### config.mk
export PLATFORM = sky130hd
export DESIGN_NAME = dsp_chain_sop_sched
export DESIGN_NICKNAME = d
export VERILOG_FILES = /design/src/rtl/dsp_chain_pkg.sv /design/src/rtl/sop_result_fifo.sv /design/src/rtl/dsp_chain_sop_sched.sv
export SDC_FILE = /design/constraint.sdc
export NUM_CORES = 1
export LEC_CHECK = 0
export ABC_AREA = 1
export BUFFER_PORTS_ARGS = -buffer_cell sky130_fd_sc_hd__buf_4
export CAP_MARGIN = 20
export CORE_MARGIN = 5
export CORE_UTILIZATION = 50
export CTS_CLUSTER_DIAMETER = 120
export DETAILED_ROUTE_END_ITERATION = 7
export PLACE_DENSITY = 0.79
export SLEW_MARGIN = 30
export SYNTH_ARGS = -nofsm -noshare
export SYNTH_HDL_FRONTEND = slang
export SYNTH_SLANG_ARGS = --single-unit
### constraint.sdc
create_clock -name clk -period 8.3 [get_ports clk]
set_input_delay 1.245 -clock clk [delete_from_list [all_inputs] [get_ports clk]]
set_output_delay 1.245 -clock clk [all_outputs]
set_load 0.1 [all_outputs]
### src/rtl/dsp_chain_pkg.sv
// dsp_chain_pkg: shared widths, tag and FSM types for the DSP chain scheduler
package dsp_chain_pkg;
  localparam int AX_W   = 18;
  localparam int AY_W   = 19;
  localparam int RES_W  = 37;
  localparam int MODE_W = 11;
  typedef struct packed {
    logic v;
    logic last;
  } tag_t;
  typedef enum logic {COLLECT, ISSUE} state_t;
endpackage

### src/rtl/sop_result_fifo.sv
// sop_result_fifo: first-word-fall-through result FIFO with occupancy count
module sop_result_fifo #(
  parameter int W     = 48,
  parameter int DEPTH = 4
) (
  input  logic                       clk,
  input  logic                       rst_n,
  input  logic                       push_i,
  input  logic [W-1:0]               data_i,
  input  logic                       pop_i,
  output logic [W-1:0]               data_o,
  output logic                       valid_o,
  output logic [$clog2(DEPTH):0]     count_o
);
  localparam int AW = $clog2(DEPTH);
  logic [W-1:0]  mem_q [DEPTH];
  logic [AW-1:0] wr_q, rd_q;
  logic [AW:0]   cnt_q;
  // storage is not reset; only pointers and count define validity
  always_ff @(posedge clk) begin
    if (push_i) mem_q[wr_q] <= data_i;
  end
  // pointers and occupancy; push+pop together leaves the count unchanged
  always_ff @(posedge clk or negedge rst_n) begin
    if (!rst_n) begin
      wr_q  <= '0;
      rd_q  <= '0;
      cnt_q <= '0;
    end else begin
      wr_q  <= wr_q + AW'(push_i);
      rd_q  <= rd_q + AW'(pop_i);
      cnt_q <= cnt_q + (AW+1)'(push_i) - (AW+1)'(pop_i);
    end
  end
  assign valid_o = cnt_q != '0;
  assign data_o  = valid_o ? mem_q[rd_q] : '0;
  assign count_o = cnt_q;
endmodule

### src/rtl/dsp_chain_sop_sched.sv
// dsp_chain_sop_sched: packs operand tuples into chain issues and accumulates per-vector dot-products
module dsp_chain_sop_sched
  import dsp_chain_pkg::*;
#(
  parameter int N_STAGES  = 3,
  parameter int CHAIN_LAT = 4,
  parameter int ACC_W     = 48,
  parameter int OUT_DEPTH = 4
) (
  input  logic                       clk,
  input  logic                       rst_n,
  input  logic                       in_valid_i,
  output logic                       in_ready_o,
  input  logic [AX_W-1:0]            in_ax_i,
  input  logic [AY_W-1:0]            in_ay_i,
  input  logic [AX_W-1:0]            in_bx_i,
  input  logic [AY_W-1:0]            in_by_i,
  input  logic                       in_last_i,
  output logic [AX_W*N_STAGES-1:0]   dsp_ax_o,
  output logic [AY_W*N_STAGES-1:0]   dsp_ay_o,
  output logic [AX_W*N_STAGES-1:0]   dsp_bx_o,
  output logic [AY_W*N_STAGES-1:0]   dsp_by_o,
  output logic [MODE_W-1:0]          dsp_mode_o,
  input  logic [RES_W-1:0]           dsp_result_i,
  output logic                       out_valid_o,
  input  logic                       out_ready_i,
  output logic [ACC_W-1:0]           out_data_o,
  output logic                       busy_o
);
  localparam int SLOT_W = $clog2(N_STAGES + 1);
  localparam int CNT_W  = $clog2(OUT_DEPTH) + 1;
  localparam int OWE_W  = 8;
  state_t                          state_q, state_d;
  logic [SLOT_W-1:0]               slot_q, slot_d;
  logic                            last_q, last_d;
  logic [N_STAGES-1:0][AX_W-1:0]   ax_q, ax_d, bx_q, bx_d;
  logic [N_STAGES-1:0][AY_W-1:0]   ay_q, ay_d, by_q, by_d;
  tag_t                            pipe_q [CHAIN_LAT];
  tag_t                            tail;
  logic [ACC_W-1:0]                acc_q, acc_d, acc_sum;
  logic                            pend_q, pend_d;
  logic [CNT_W-1:0]                fifo_cnt;
  logic [OWE_W-1:0]                owed;
  logic                            pipe_any, credit_ok, issue, push, pop;
  // FIFO slots already promised: stored results plus last-tagged groups still in the chain
  always_comb begin
    owed     = OWE_W'(fifo_cnt);
    pipe_any = 1'b0;
    for (int i = 0; i < CHAIN_LAT; i++) begin
      owed     = owed + OWE_W'(pipe_q[i].v & pipe_q[i].last);
      pipe_any = pipe_any | pipe_q[i].v;
    end
  end
  assign credit_ok = owed + OWE_W'(last_q) < OWE_W'(OUT_DEPTH + 1);
  // collect tuples into staging slots, then issue the group once credit allows
  always_comb begin
    state_d = state_q;
    slot_d  = slot_q;
    last_d  = last_q;
    ax_d    = ax_q;
    ay_d    = ay_q;
    bx_d    = bx_q;
    by_d    = by_q;
    issue   = 1'b0;
    if (state_q == COLLECT) begin
      if (in_valid_i) begin
        ax_d[slot_q] = in_ax_i;
        ay_d[slot_q] = in_ay_i;
        bx_d[slot_q] = in_bx_i;
        by_d[slot_q] = in_by_i;
        last_d       = in_last_i;
        if (slot_q == SLOT_W'(N_STAGES - 1) || in_last_i) state_d = ISSUE;
        else slot_d = slot_q + 1'b1;
      end
    end else if (credit_ok) begin
      issue   = 1'b1;
      ax_d    = '0;
      ay_d    = '0;
      bx_d    = '0;
      by_d    = '0;
      slot_d  = '0;
      last_d  = 1'b0;
      state_d = COLLECT;
    end
  end
  assign in_ready_o = state_q == COLLECT;
  assign dsp_ax_o   = issue ? ax_q : '0;
  assign dsp_ay_o   = issue ? ay_q : '0;
  assign dsp_bx_o   = issue ? bx_q : '0;
  assign dsp_by_o   = issue ? by_q : '0;
  assign dsp_mode_o = '0;
  assign tail    = pipe_q[CHAIN_LAT-1];
  assign acc_sum = acc_q + {{(ACC_W-RES_W){dsp_result_i[RES_W-1]}}, dsp_result_i};
  // fold returning chain results into the accumulator; a last group hands the sum to the FIFO
  always_comb begin
    acc_d  = tail.v ? (tail.last ? '0 : acc_sum) : acc_q;
    pend_d = tail.v ? !tail.last : pend_q;
    push   = tail.v & tail.last;
  end
  // state, staging, tag pipe and accumulator registers
  always_ff @(posedge clk or negedge rst_n) begin
    if (!rst_n) begin
      state_q <= COLLECT;
      slot_q  <= '0;
      last_q  <= 1'b0;
      ax_q    <= '0;
      ay_q    <= '0;
      bx_q    <= '0;
      by_q    <= '0;
      acc_q   <= '0;
      pend_q  <= 1'b0;
      for (int i = 0; i < CHAIN_LAT; i++) pipe_q[i] <= '0;
    end else begin
      state_q   <= state_d;
      slot_q    <= slot_d;
      last_q    <= last_d;
      ax_q      <= ax_d;
      ay_q      <= ay_d;
      bx_q      <= bx_d;
      by_q      <= by_d;
      acc_q     <= acc_d;
      pend_q    <= pend_d;
      pipe_q[0] <= '{v: issue, last: issue & last_q};
      for (int i = 1; i < CHAIN_LAT; i++) pipe_q[i] <= pipe_q[i-1];
    end
  end
  assign pop    = out_valid_o & out_ready_i;
  assign busy_o = state_q != COLLECT || slot_q != '0 || pipe_any || acc_q != '0 || pend_q;
  sop_result_fifo #(.W(ACC_W), .DEPTH(OUT_DEPTH)) u_fifo (
    .clk     (clk),
    .rst_n   (rst_n),
    .push_i  (push),
    .data_i  (acc_sum),
    .pop_i   (pop),
    .data_o  (out_data_o),
    .valid_o (out_valid_o),
    .count_o (fifo_cnt)
  );
endmodule
==> metrics.md, run 1 <==
| Metric | Value |
|---|---|
| Vias in the first global route | `20600` |
| Adder-cell share of the synthesized area | `0.0332` |
| Post-Layout Cell Count | `4119` |
| Clock slew at reported path FFs | `60 ps` |
| Largest cells by area after synthesis | `dfrtp_1 29%, edfxtp_1 23%, nand2_1 9.6%, nor2_1 7.6%, inv_1 7.4%` |
| Most numerous cell in the Yosys netlist | `nand2_1` |
| Drt pass-1 iters | `8` |
| Synth Register Bits | `482` |
| Final hold viol count | `0` |
| Worst Setup End Kind | `output port` |
| CTS Sinks | `482` |
| Slew Viols, Final | `0` |
| CTS HTree Levels | `2` |
| Synth Area in Simple Gates | `0.255` |
| Setup violations, final | `0` |
| Maxcap violations | `0` |
| GR Overflow Total | `0` |
| IO Count | `400` |
| CP Data Arrival Time | `5010 ps` |
| Synth async-reset ratio | `0.602` |
| Core ar. | `49100 µm²` |
| Largest net degree at the start of global routing | `154` |
| Post-Synthesis Cells | `3094` |
| Row count | `81` |
| 1st-iter DRT viols | `2219` |
| Clk root buf | `clkbuf_16` |
| Clock buffer depth | `3` |
| # hold bufs at CTS | `0` |
| Via-per-instance ratio | `5.28` |
| Share of cells above drive strength 1 | `0.152` |
| Synth top area share | `0.292` |
| Worst-Skew Late Latency | `600 ps` |
| Critical path launch point type | `register` |
| Syn avg cell area | `8.03 µm²` |
| Cell Area, Synth | `24900 µm²` |
| Via count | `21700` |
| Antenna Nets Post-Route | `0` |
| Die height | `233 µm` |
| Clock Skews | `33.6 ps` |
| Post-synthesis mux area share | `0` |
| Final GP Congestion | `0.980` |
| Synth Warn # | `0` |
| Initial Util | `0.507` |
| IO Port Bufs | `388` |
| Die Wd | `233 µm` |
| Primary FF master, synth | `dfrtp_1` |
| TritonCTS clock tree | `done` |
| CP required | `7050 ps` |
| Remaining DRCs | `0` |
| CTS Buf Count | `49` |
| Worst Path Max Fanout | `153` |
| Area occupied by multi-input gates | `9300 µm²` |
| Placed cell count | `4022` |
| Worst slew pin tran | `995 ps` |
| Status | `finished clean` |
| Number of synthesized flops with an enable pin | `192` |
| Relative slew slack | `0.337` |
| Post-synthesis compound-gate area fraction | `0.0729` |
| Synth area leader | `dfrtp_1` |
| Die footprint | `54300 µm²` |
| Synth cell count leaders | `635 x nand2_1, 504 x nor2_1, 487 x inv_1` |
| Post-Route Setup TNS | `0 ps` |
| First-pass GRT wire length | `116000 µm` |
| Synthesized-area fraction occupied by xor and xnor cells | `0.00775` |
| Largest family of logic cells by synthesized area | `simple AND/OR/NAND/NOR gates` |
| Area grow syn2layout | `20.2%` |
| HPWL after DPL | `53700 µm` |
| Worst hold path type | `register to register` |
| Fin crit period | `6250 ps` |
| Final Util | `0.609` |
| Final WL | `75900 µm` |
| GRT Util Overall | `0.273` |
| Unrepaired setup endpoints after global routing | `false` |
| Sequential cell area fraction in the yosys report | `0.524` |
| Peak Freq | `0.160 GHz` |
| Netlist cell types | `38` |
| Ratio of final minimum period to clock period | `0.753` |
| CTS resizes | `0` |
| Initial antenna violation count | `6` |
| Post-CTS setup buffers | `0` |
| # fillers | `4189` |
| Register area | `13000 µm²` |
| Kind of critical path | `register to output port` |
| Drt wl/cell | `18.4 µm` |
| Final nets | `3589` |
[routing by layer]
metal,global-route usage,part of all wire,vias to the layer above
met3,0.0624,0.094,202
met2,0.439,0.47,1027
met5,0,0.00018,-
met1,0.361,0.39,10200
li1,-,-,10300
met4,0.108,0.045,2
[critical path, stage by stage (launching register included)]
cell     delay [ps]
dfrtp_1         400
nand2_1         210
inv_1           140
fa_1            510
fa_1            420
ha_1            230
fa_1            550
o22ai_1          80
a21oi_1         190
nor3_2           80
nand2_4         610
buf_12          530
nor2_1          130
buf_4           270
[per-stage QoR]
stage / area (µm²) / hold WS, ps / worst slack [ps]
floorplan: 24900 / 354 / 2780
global placement: 28100 / 356 / 2800
detailed placement: 28100 / 365 / 2710
CTS: 29800 / 379 / 2000
global route: 29900 / 385 / 1810
finish: 29900 / 383 / 2050
[flip-flops by register name, indices dropped and copies added (netlist names), 2 cells and up]
name and cells:
u_fifo.mem_q 192, u_fifo.wr_q 2, u_fifo.count_o 3, slot_q 2
bx_q 54, by_q 57, acc_q 48, ay_q 57
pipe_q 8, u_fifo.rd_q 2, ax_q 54
[layout make-up]
| cell class | instances | share of cell area |
|---|---|---|
| diodes | 5 | 0.000419 |
| clock inverters | 22 | 0.0109 |
| inverters | 492 | 0.0618 |
| flip-flops and latches | 482 | 0.436 |
| well taps | 664 | 0.0278 |
| clock buffers | 69 | 0.0468 |
| repair buffers | 410 | 0.105 |
| multi-input cells | 1975 | 0.311 |
[path summary, 6_finish.rpt]
path | from | to | slack, ps | depth (start not counted)
worst min register to register | pipe_q[4] | pipe_q[2] | 380 | 0
min in group asynchronous | rst_n | ax_q[47] | 550 | 1
worst max register to register | pipe_q[0] | ay_q[53] | 2830 | 15
worst min-delay path | pipe_q[4] | pipe_q[2] | 380 | 0
max in group asynchronous | rst_n | u_fifo.rd_q[0] | 6720 | 2
worst max-delay path | pipe_q[0] | dsp_ay_o[55] | 2050 | 13
[kinds of logic after synthesis]
| logic type | after synthesis |
|---|---|
| other cells | 1 |
| flops | 482 |
| fa+ha+maj | 63 |
| xor+xnor | 22 |
| simple gates | 1525 |
| compound gates | 354 |
| buf+inv | 647 |
[placed cells by master, fill, tap and decap left out, types with 8 or more instances in the layout]
master	netlist	layout
clkbuf_16	0	50
ha_1	58	58
conb_1	1	11
a21oi_1	81	81
inv_1	487	487
clkinv_2	0	8
edfxtp_1	192	192
xor2_1	13	13
clkbuf_1	52	11
o21ai_0	183	183
nor2_1	504	500
nand4_1	13	13
nor4_1	18	18
and2_1	28	28
nand2_1	635	632
xnor2_1	9	9
o21ai_1	77	76
dfrtp_1	290	289
nor2_2	7	8
buf_4	29	405
nand3_1	292	292
Power of run 1 is left out: the tool's default activity adds up to more than one toggle a clock period on the data nets, which glitch-free logic cannot reach.
==> run 2: changes to the inputs <==
Clock period 8.3 ns to 6 ns, I/O delays scaled along.
==> metrics.md, run 2 (synthesis gave the netlist of run 1 again) <==
| Metric | Value |
|---|---|
| Slew Viols, Final | `0 (unchanged)` |
| Worst-Skew Late Latency | `610 ps (about the same)` |
| CP Data Arrival Time | `4790 ps (-220 ps)` |
| Initial Util | `0.507 (unchanged)` |
| CTS Sinks | `482 (unchanged)` |
| Unrepaired setup endpoints after global routing | `false` |
| Final nets | `3595 (+0.17%)` |
| Worst Setup End Kind | `output port` |
| Initial antenna violation count | `6 (unchanged)` |
| Post-Route Setup TNS | `0 ps (unchanged)` |
| Core ar. | `49100 µm² (unchanged)` |
| Die height | `233 µm (unchanged)` |
| Antenna Nets Post-Route | `0 (unchanged)` |
| Worst Path Buf+Inv | `4 (+1)` |
| TritonCTS clock tree | `done` |
| Remaining DRCs | `0 (unchanged)` |
| Clock buffer depth | `3 (unchanged)` |
| 1st-iter DRT viols | `2135 (-3.8%)` |
| Kind of critical path | `register to output port` |
| Fin crit period | `5690 ps` |
| Final WL | `77100 µm (+1.5%)` |
| Final hold viol count | `0 (unchanged)` |
| Die Wd | `233 µm (unchanged)` |
| Largest regs | `u_fifo.mem_q: 192 flops, ay_q: 57 flops, by_q: 57 flops` |
| Largest net degree at the start of global routing | `149 (-3.2%)` |
| CP required | `5100 ps (-1950 ps)` |
| Relative slew slack | `0.333 (-0.00436)` |
| IO Port Bufs | `388 (unchanged)` |
| GRT Util Overall | `0.275 (+0.00263)` |
| Drt pass-1 iters | `8 (unchanged)` |
| GR Overflow Total | `0 (unchanged)` |
| Worst slew pin tran | `1000 ps (+6.54 ps)` |
| Row count | `81 (unchanged)` |
| Share of cells above drive strength 1 | `0.154 (+0.00205)` |
| Crit-path most repeated cell | `fa_1` |
| Slowest stage cell, crit path | `fa_1` |
| Maxcap violations | `0 (unchanged)` |
| CP delay by family, top | `adder cells` |
| Peak Freq | `0.176 GHz` |
| Clock Skews | `29.3 ps (-4.34 ps)` |
| Commonest non-fill, non-tap cell in the layout | `nand2_1` |
| Largest register by flop count | `u_fifo.mem_q` |
| Die footprint | `54300 µm² (unchanged)` |
| Commonest cells after routing, fill and taps aside | `632 x nand2_1, 500 x nor2_1, 487 x inv_1, 410 x buf_4, 292 x nand3_1` |
| Worst-path cell chain | `nand2_1 > inv_1 > fa_1 > fa_1 > ha_1 > fa_1 > o22ai_1 > a21oi_1 > nor3_2 > nand2_4 > buf_4 > buf_6 > nor2_1 > buf_4` |
| Drt wl/cell | `18.7 µm (+1.4%)` |
| Via-per-instance ratio | `5.27 (-0.12%)` |
| HPWL after DPL | `54500 µm (+1.5%)` |
| # hold bufs at CTS | `0 (unchanged)` |
| Ratio of final minimum period to clock period | `0.949` |
| Status | `finished clean` |
| Max incr delay on CP | `550 ps (-60 ps)` |
| Clk root buf | `clkbuf_16` |
| Worst hold path type | `primary input to async pin` |
| IO Count | `400 (unchanged)` |
| CTS HTree Levels | `2 (unchanged)` |
| Area grow syn2layout | `20.4%` |
| Vias in the first global route | `21000 (+1.8%)` |
| Max FFs per register | `192 (unchanged)` |
| Critical path launch point type | `register` |
| Setup violations, final | `0 (unchanged)` |
| Final GP Congestion | `0.978 (-0.13%)` |
| CTS Buf Count | `49 (unchanged)` |
| Clock slew at reported path FFs | `60 ps (about the same)` |
| Worst Path Max Fanout | `56 (-63%)` |
| Via count | `21800 (+0.051%)` |
| First-pass GRT wire length | `118000 µm (+0.97%)` |
==> run 2: final timing paths <==
| check | cells past startpoint | slack (ps) | to | startpoint |
|---|---|---|---|---|
| setup / recovery | 14 | 310 | dsp_by_o[33] | pipe_q[0] |
| hold / removal | 1 | 270 | ax_q[53] | rst_n |
| setup reg to reg | 15 | 1120 | by_q[50] | pipe_q[0] |
| hold reg to reg | 0 | 360 | pipe_q[0] | pipe_q[2] |
| max in group asynchronous | 2 | 4520 | bx_q[21] | rst_n |
| min in group clk | 0 | 360 | pipe_q[0] | pipe_q[2] |
==> run 2: cell type report <==
| cell class | count | area, µm² |
|---|---|---|
| clock buffer | 64 | 1390 |
| inverter | 492 | 1850 |
| antenna | 6 | 15.0 |
| multi-input combinational | 1975 | 9300 |
| fill | 4161 | 19100 |
| clock inverter | 27 | 344 |
| timing repair buffer | 416 | 3180 |
| tap | 664 | 831 |
| sequential | 482 | 13000 |
==> run 2: through the flow <==
stage / std cells / hold WS, ps / area [µm²] / utilization / worst slack (ps)
4_1_cts: 4119 / 289 / 29900 / 0.609 / 165
2_1_floorplan: 3104 / 354 / 24900 / - / 826
3_3_place_gp: 4028 / 356 / 28100 / 0.574 / 948
3_5_place_dp: 4028 / 364 / 28100 / 0.574 / 834
6_report: 4126 / 272 / 29900 / 0.610 / 308
5_1_grt: 4126 / 314 / 29900 / 0.610 / 7.19
==> run 2: repair_timing <==
action,4_1_cts,5_1_grt
setup buffers,0,0
endpoints found under the setup margin,0,56
resized for setup,0,1
==> run 2: per-layer routing <==
metal  part of all wire  track usage  wire length, µm  vias up
li1                   -            -                -    10400
met1               0.40        0.374            31000    10200
met2               0.47        0.438            36100     1034
met3              0.088       0.0559             6800      180
met4              0.042        0.107             3220        0
met5                  0            0                0        -
Power of run 2 is left out for the same reason.
